**config.mk**
```make
export PLATFORM = sky130hd
export DESIGN_NAME = v_upd_ingress
export DESIGN_NICKNAME = d
export VERILOG_FILES = /design/src/rtl/v_pkg.sv /design/src/rtl/v_upd_fifo.sv /design/src/rtl/v_upd_ingress.sv
export SDC_FILE = /design/constraint.sdc
export NUM_CORES = 1
export LEC_CHECK = 0
export ABC_AREA = 0
export ABC_CLOCK_PERIOD_IN_PS = 8000
export CAP_MARGIN = 30
export CORE_ASPECT_RATIO = 1.1
export CORE_UTILIZATION = 44
export CTS_CLUSTER_SIZE = 14
export DETAILED_ROUTE_END_ITERATION = 7
export GPL_TIMING_DRIVEN = 0
export PLACE_DENSITY = 0.74
export REMOVE_ABC_BUFFERS = 1
export SLEW_MARGIN = 20
export SYNTH_ARGS = -nofsm -noshare
export SYNTH_HDL_FRONTEND = slang
export SYNTH_HIERARCHICAL = 1
export SYNTH_SLANG_ARGS = --single-unit
```
**constraint.sdc**
```tcl
create_clock -name clk -period 8 [get_ports clk]
set_input_delay 1.6 -clock clk [delete_from_list [all_inputs] [get_ports clk]]
set_output_delay 1.6 -clock clk [all_outputs]
set_load 0.01 [all_outputs]
```
**src/rtl/v_pkg.sv**
```systemverilog
// Shared types for the list manager and its update-bus ingress.
package v_pkg;

    typedef logic [7:0]  id_t;
    typedef logic [1:0]  cmd_t;
    typedef logic [15:0] key_t;
    typedef logic [15:0] size_t;

    typedef struct packed {
        id_t   prod_id;
        cmd_t  cmd;
        key_t  key;
        size_t size;
    } upd_t;

endpackage

```
**src/rtl/v_upd_fifo.sv**
```systemverilog
// Update FIFO: storage, wrapping pointers, level and full/empty flags.
module v_upd_fifo
    import v_pkg::*;
#(
    parameter  int DEPTH = 8,
    localparam int AW    = $clog2(DEPTH)
) (
    input  logic        clk,
    input  logic        arst_n,
    input  logic        i_push,
    input  logic        i_pop,
    input  logic        i_flush,
    input  upd_t        i_wdata,
    output upd_t        o_rdata,
    output logic [AW:0] o_level,
    output logic        o_empty,
    output logic        o_full
);

    logic [AW-1:0] wptr_q, wptr_d;
    logic [AW-1:0] rptr_q, rptr_d;
    logic [AW:0]   level_q, level_d;
    upd_t          mem_q [DEPTH];

    always_comb begin
        wptr_d  = wptr_q;
        rptr_d  = rptr_q;
        level_d = level_q;
        if (i_flush) begin
            wptr_d  = '0;
            rptr_d  = '0;
            level_d = '0;
        end else begin
            wptr_d  = wptr_q + AW'(i_push);
            rptr_d  = rptr_q + AW'(i_pop);
            level_d = level_q + (AW+1)'(i_push) - (AW+1)'(i_pop);
        end
    end

    always_ff @(posedge clk or negedge arst_n) begin
        if (!arst_n) begin
            wptr_q  <= '0;
            rptr_q  <= '0;
            level_q <= '0;
        end else begin
            wptr_q  <= wptr_d;
            rptr_q  <= rptr_d;
            level_q <= level_d;
        end
    end

    // Storage is not reset; only slots between the pointers are ever read.
    always_ff @(posedge clk) begin
        if (i_push && !i_flush) mem_q[wptr_q] <= i_wdata;
    end

    assign o_rdata = mem_q[rptr_q];
    assign o_level = level_q;
    assign o_empty = (level_q == '0);
    assign o_full  = (level_q == (AW+1)'(DEPTH));

endmodule

```
**src/rtl/v_upd_ingress.sv**
```systemverilog
// Update-bus ingress: buffers producer updates and issues one at a time to v
// only while v is idle.
module v_upd_ingress
    import v_pkg::*;
#(
    parameter  int DEPTH = 8,
    localparam int AW    = $clog2(DEPTH)
) (
    input  logic        clk,
    input  logic        arst_n,
    input  logic        i_in_vld,
    input  id_t         i_in_prod_id,
    input  cmd_t        i_in_cmd,
    input  key_t        i_in_key,
    input  size_t       i_in_size,
    output logic        o_in_rdy,
    input  logic        i_flush,
    output logic        o_upd_vld_r,
    output id_t         o_upd_prod_id_r,
    output cmd_t        o_upd_cmd_r,
    output key_t        o_upd_key_r,
    output size_t       o_upd_size_r,
    input  logic        i_busy_r,
    output logic [AW:0] o_level_r,
    output logic        o_empty_r,
    output logic        o_full_r,
    output logic [31:0] o_issued_cnt_r
);

    upd_t        in_upd, head_upd;
    upd_t        upd_q, upd_d;
    logic        upd_vld_q, upd_vld_d;
    logic [31:0] cnt_q, cnt_d;
    logic        push, issue;

    assign in_upd   = '{prod_id: i_in_prod_id, cmd: i_in_cmd, key: i_in_key, size: i_in_size};
    assign o_in_rdy = !o_full_r && !i_flush;
    assign push     = i_in_vld && o_in_rdy;
    // Blocking on our own valid forces an idle cycle so v's busy catches up.
    assign issue    = !o_empty_r && !i_busy_r && !upd_vld_q && !i_flush;

    v_upd_fifo #(.DEPTH(DEPTH)) u_fifo (
        .clk     (clk),
        .arst_n  (arst_n),
        .i_push  (push),
        .i_pop   (issue),
        .i_flush (i_flush),
        .i_wdata (in_upd),
        .o_rdata (head_upd),
        .o_level (o_level_r),
        .o_empty (o_empty_r),
        .o_full  (o_full_r)
    );

    always_comb begin
        upd_vld_d = issue;
        upd_d     = issue ? head_upd : upd_q;
        cnt_d     = cnt_q + 32'(issue);
    end

    always_ff @(posedge clk or negedge arst_n) begin
        if (!arst_n) begin
            upd_vld_q <= 1'b0;
            upd_q     <= '0;
            cnt_q     <= '0;
        end else begin
            upd_vld_q <= upd_vld_d;
            upd_q     <= upd_d;
            cnt_q     <= cnt_d;
        end
    end

    assign o_upd_vld_r     = upd_vld_q;
    assign o_upd_prod_id_r = upd_q.prod_id;
    assign o_upd_cmd_r     = upd_q.cmd;
    assign o_upd_key_r     = upd_q.key;
    assign o_upd_size_r    = upd_q.size;
    assign o_issued_cnt_r  = cnt_q;

endmodule

```
Yosys cells after proc, flatten, opt, wreduce, memory -nomap -nowiden
Memory sizes are Yosys's and may differ from the RTL's. A register that Yosys moved wholly into a read port is not among the register bits.
Index checks and enable logic that the tools add are counted.
W data, S select, Z words.
- word-level logic and storage cells: 30
- latch bits: 0
- bits in registers: 43
- memories: 1
- bits in read-only memories: 0
- memory bits (writable): 336
- input port bits: 47
- bitwise gates (word level): 0
- shift operators: 0
- divide/modulo/power cells: 0
- magnitude comparators: 0
- mux-type cells: 5
- equal/unequal tests: 1
- $mul: 0
- reductions and logical operators: 13
- add/sub/neg operators: 5
- memory list (memory ; depth ; width ; read ports ; clocked after Yosys merged registers in ; wr ports ; line ; RTL):
    u_fifo.mem_q ; 8 ; 42 ; 1 ; 1 ; 1 ; v_upd_fifo.sv:23 ; upd_t mem_q [DEPTH];
- operator list (cell ; number):
    $add A32 B1 Y32 ; 1
    $add A3 B1 Y3 ; 2
    $logic_and A1 B1 Y1 ; 6
    $logic_not A1 Y1 ; 6
    $mux W3 ; 2
    $add A4 B1 Y4 ; 1
    $eq A4 B4 Y1 const B ; 1
    $logic_not A4 Y1 ; 1
    $mux W4 ; 1
    $sub A4 B1 Y4 ; 1
    $mux W1 ; 2

Depth between registers and ports, before layout
- depth after elaboration: 7
- mapped depth: 11
- depth with buffers taken out: 10

By module
The synthesis kept the hierarchy.
- modules (own cells, without submodules) (module ; cells an instance ; instances ; area each (um^2) ; sequential area each (um^2)):
    v_upd_fifo ; 546 ; 1 ; 13213.9 ; 10339.9
    v_upd_ingress ; 216 ; 1 ; 3083.0 ; 1876.8

Worst setup path before layout
OpenSTA, ideal clock, no wires.
- path kind: input to register
- from: in i_flush
- to: mem u_fifo/mem_q[4][0] in the netlist's numbering, enable pin
- slack: 1316 ps
- stages on the path: 4
- path buffers: 0
- data arrival time: 6138 ps
- setup time: 546 ps
- cell sequence: nor2_1 -> and2_1 -> nand2_1 -> nor4_1
- longest elaborated chain between the ends: 6
- ends and longest elaborated chain (what ; line ; RTL):
    start, declared ; v_upd_ingress.sv:17 ; input logic i_flush,
    $logic_not A1 Y1 ; v_upd_ingress.sv:37 ; assign o_in_rdy = !o_full_r && !i_flush;
    $logic_and A1 B1 Y1 ; v_upd_ingress.sv:37 ;
    $logic_and A1 B1 Y1 ; v_upd_ingress.sv:38 ; assign push = i_in_vld && o_in_rdy;
    net push ; v_upd_ingress.sv:34 ; logic push, issue;
    $logic_and A1 B1 Y1 ; v_upd_fifo.sv:54 ; if (i_push && !i_flush) mem_q[wptr_q] <= i_wdata;
    $mux W1 ; v_upd_fifo.sv:54 ;
    $mux W1 (not written as such) ; v_upd_fifo.sv:54 ;
    end, declared ; v_upd_fifo.sv:23 ;
The timed path passes the listed nets, and every way through them passes these cells.

Final worst setup path
- from: in i_flush
- to: out o_in_rdy
- longest elaborated chain between the ends: 2
- ends and longest elaborated chain (what ; line ; RTL):
    $logic_not A1 Y1 ; v_upd_ingress.sv:37 ;
    $logic_and A1 B1 Y1 ; v_upd_ingress.sv:37 ;
    end, declared ; v_upd_ingress.sv:16 ; output logic o_in_rdy,
No other way between the ends.

==> impl_metrics.json <==
{
  "synth-seq-cells": 421,
  "die_area_um2": 37800,
  "seq_area_frac_synth_pct": 75.0,
  "post_synth_instance_area_um2": 16300,
  "syn-mean-instance-area_um2": 21.4,
  "critPathRequiredTime_ns": 6.40,
  "cts.sinks": 421,
  "synth_top_area_cell": "edfxtp_1",
  "yosysMostFrequentCell": "edfxtp_1",
  "final_antenna_net_count": 0,
  "critical_setup_path_class": "input pin to output port",
  "htree_levels": 2,
  "tritoncts": "yes",
  "tns_setup_ns": 0,
  "critPathMaxFanout": 18,
  "power-per-cell-area_nw_per_um2": 271,
  "drv_cap": 0,
  "top_area_cell_type_share_of_the_netlist_area_pct": 61.9,
  "holdBufCountCts": 0,
  "total_leakage_power_nw": 6.78,
  "row_count": 73,
  "ff2ff_setup_slack_ns": 4.97,
  "setup_violations": 0,
  "grt_first_pass_wirelength_um": 48500,
  "rsz_0062_raised_after_global_routing": "no",
  "floorplan.initialDensity_pct": 44.8,
  "number_of_drc_violations_after_detailed_routing_iteration_0": 394,
  "dpl_hpwl_um": 21400,
  "drtPass1Iterations": 4,
  "max-slew-margin-rel_pct": 44.4,
  "grt_use_total_pct": 17.4,
  "cts_made_buffers": 40,
  "wire_per_inst_um": 21.2,
  "holdPathEnd": "o_issued_cnt_r[31]",
  "cts.repair.resized": 0,
  "hold_class": "flop to flop",
  "floorplan.io_pins": 129,
  "cts.path.max_buffers": 3,
  "synth.area.top_cells": "edfxtp_1 62%, dfrtp_1 13%, mux4_2 12%, mux2_2 5.7%, xnor2_1 1.3%",
  "detail_route.drc_violations": 0,
  "first_global_vias": 8207,
  "grt-ovfl-total": 0,
  "path_common_cell": "clkdlybuf4s50_1",
  "antenna_found_initial": 2,
  "worst_setup_path_start_kind": "input pin",
  "gpl.final_weighted_congestion": 0.738,
  "fin_area_um2": 20000,
  "critical_path.slowest_cell": "clkdlybuf4s50_1",
  "cts.clk_slew.worst_paths_ns": 0.06,
  "final_layout_size_suffix_gt1_share_pct": 30.5,
  "timing_worst_slew_pin_value_ns": 0.829,
  "rr_startpoint": "u_fifo/o_level[2]",
  "final_min_period_over_clock_period_pct": 60.3,
  "vias_per_cell": 5.28,
  "cts-root-buf": "clkbuf_16",
  "timing.final.ws_setup_ns": 3.17,
  "worst_hold_path.num_cells": 1,
  "flow.area_growth_from_synthesis_pct": 22.6,
  "yosys-top-cells-count": "336 x edfxtp_1, 85 x dfrtp_1, 84 x mux4_2",
  "finalClockSkew_ns": 0.0163,
  "final_max_slew_viol_count": 0,
  "achievable-frequency_mhz": 207,
  "dieWidth_um": 185,
  "post-route-min-period_ns": 4.83,
  "synthDistinctLibCells": 36,
  "worst-endpoint-arrival_ns": 3.23,
  "synth_edf_count": 336,
  "synth-async-reset-ratio_pct": 20.2,
  "grt_start_max_net_pins": 51,
  "finalNetCount": 1023,
  "placement.io_buffers": 128,
  "die-height_um": 204,
  "clock_insertion_delay_worst_skew_ns": 0.53,
  "worst_slack_after_detailed_placement_ns": 3.13,
  "timing.final.hold_violations": 0,
  "vias": 7814,
  "cpPeakStageDelay_ns": 0.79,
  "ys_dominant_reg_cell": "edfxtp_1",
  "peakVddDrop_v": 0.000128,
  "core_footprint_um2": 36400,
  "regToRegEndpoint": "o_issued_cnt_r[26]",
  "place_area_um2": 18700,
  "synth_warn": 6,
  "synth_cells": 762,
  "min-delay-start": "o_issued_cnt_r[31]",
  "worstPathCellList": "clkdlybuf4s50_1, nor2_1, clkdlybuf4s50_1",
  "status": "completed",
  "cts_setup_buffers": 0,
  "antenna_cells_inserted": 0,
  "routed_wirelength_um": 31400,
  "rr_worst_depth": 10,
  "endpoint_kind": "output port",
  "finish.utilization_pct": 54.9
}
[layer usage]
metal	up-vias	wire (um)	track usage, %
li1	3489	-	-
met2	192	15900	29.6
met5	-	22	0
met3	52	1850	3.80
met4	4	665	4.93
met1	4077	12900	22.3
[worst max-delay path by stage]
stage / startpoint / end / slack, ns / cells after the start
finish: i_flush / o_in_rdy / 3.17 / 3
global route: i_flush / o_in_rdy / 3.03 / 3
CTS: i_flush / o_in_rdy / 3.17 / 3
detailed placement: i_flush / o_issued_cnt_r[27] / 3.13 / 8
global placement: i_flush / u_fifo/mem_q[2][39] / -3.96 / 5
floorplan: i_flush / u_fifo/mem_q[4][0] / 1.32 / 4
[sequential cells by signal (all words and copies together) (netlist names)]
signal,count
u_fifo/mem_q,336
o_issued_cnt_r,32
o_upd_key_r,16
o_upd_size_r,16
o_upd_prod_id_r,8
u_fifo/o_level,4
u_fifo/rptr_q,3
u_fifo/wptr_q,3
o_upd_cmd_r,2
o_upd_vld_r,1
[kinds of logic (layout without fill, tap and decap cells)]
kind of cell,after synthesis,in the layout,synth area share (%)
flip-flops,421,421,75.0
multiplexers,168,168,17.4
AND/OR/NAND/NOR,86,86,3.33
buffers and inverters,37,267,1.28
XOR/XNOR,33,33,1.77
adder cells (fa/ha/maj),14,14,1.12
AO/OA/AOI/OAI,3,3,0.115
[layout make-up]
cell class	instances	area, um^2
fill	2815	16400
timing repair buffer	188	1930
clock buffer	61	1160
clock inverter	11	100
tap	487	609
inverter	7	26.3
sequential	421	12200
multi-input combinational	304	3920
[placed cells by master, fill, tap and decap left out, types with 10 or more instances in the layout]
master / instances
buf_2: 13
buf_4: 25
buf_6: 12
clkbuf_1: 14
clkbuf_16: 41
clkdlybuf4s50_1: 127
dfrtp_1: 82
edfxtp_1: 336
ha_1: 13
mux2_2: 82
mux4_2: 84
nand3_1: 17
nor2_1: 10
xnor2_1: 24
[report_power, final]
part | leakage (nW) | internal (mW) | switching (mW)
Combinational | 2.06 | 0.592 | 0.383
Clock | 0.619 | 1.06 | 0.753
Sequential | 4.10 | 2.52 | 0.109
Total | 6.78 | 4.18 | 1.25
[critical path: cells and delay by family]
family	cells	cell delay (ns)
buffers and inverters	2	1.35
and+or+nand+nor	1	0.27
[through the flow]
step	power (mW)	hold slack (ns)	instances
5_1_grt	5.65	0.510	1479
6_report	5.42	0.478	1479
2_1_floorplan	3.19	0.507	732
4_1_cts	5.49	0.486	1479
3_5_place_dp	3.67	0.473	1407
3_3_place_gp	3.65	0.466	1347
Note: power is estimated with default switching activity, not from simulation.
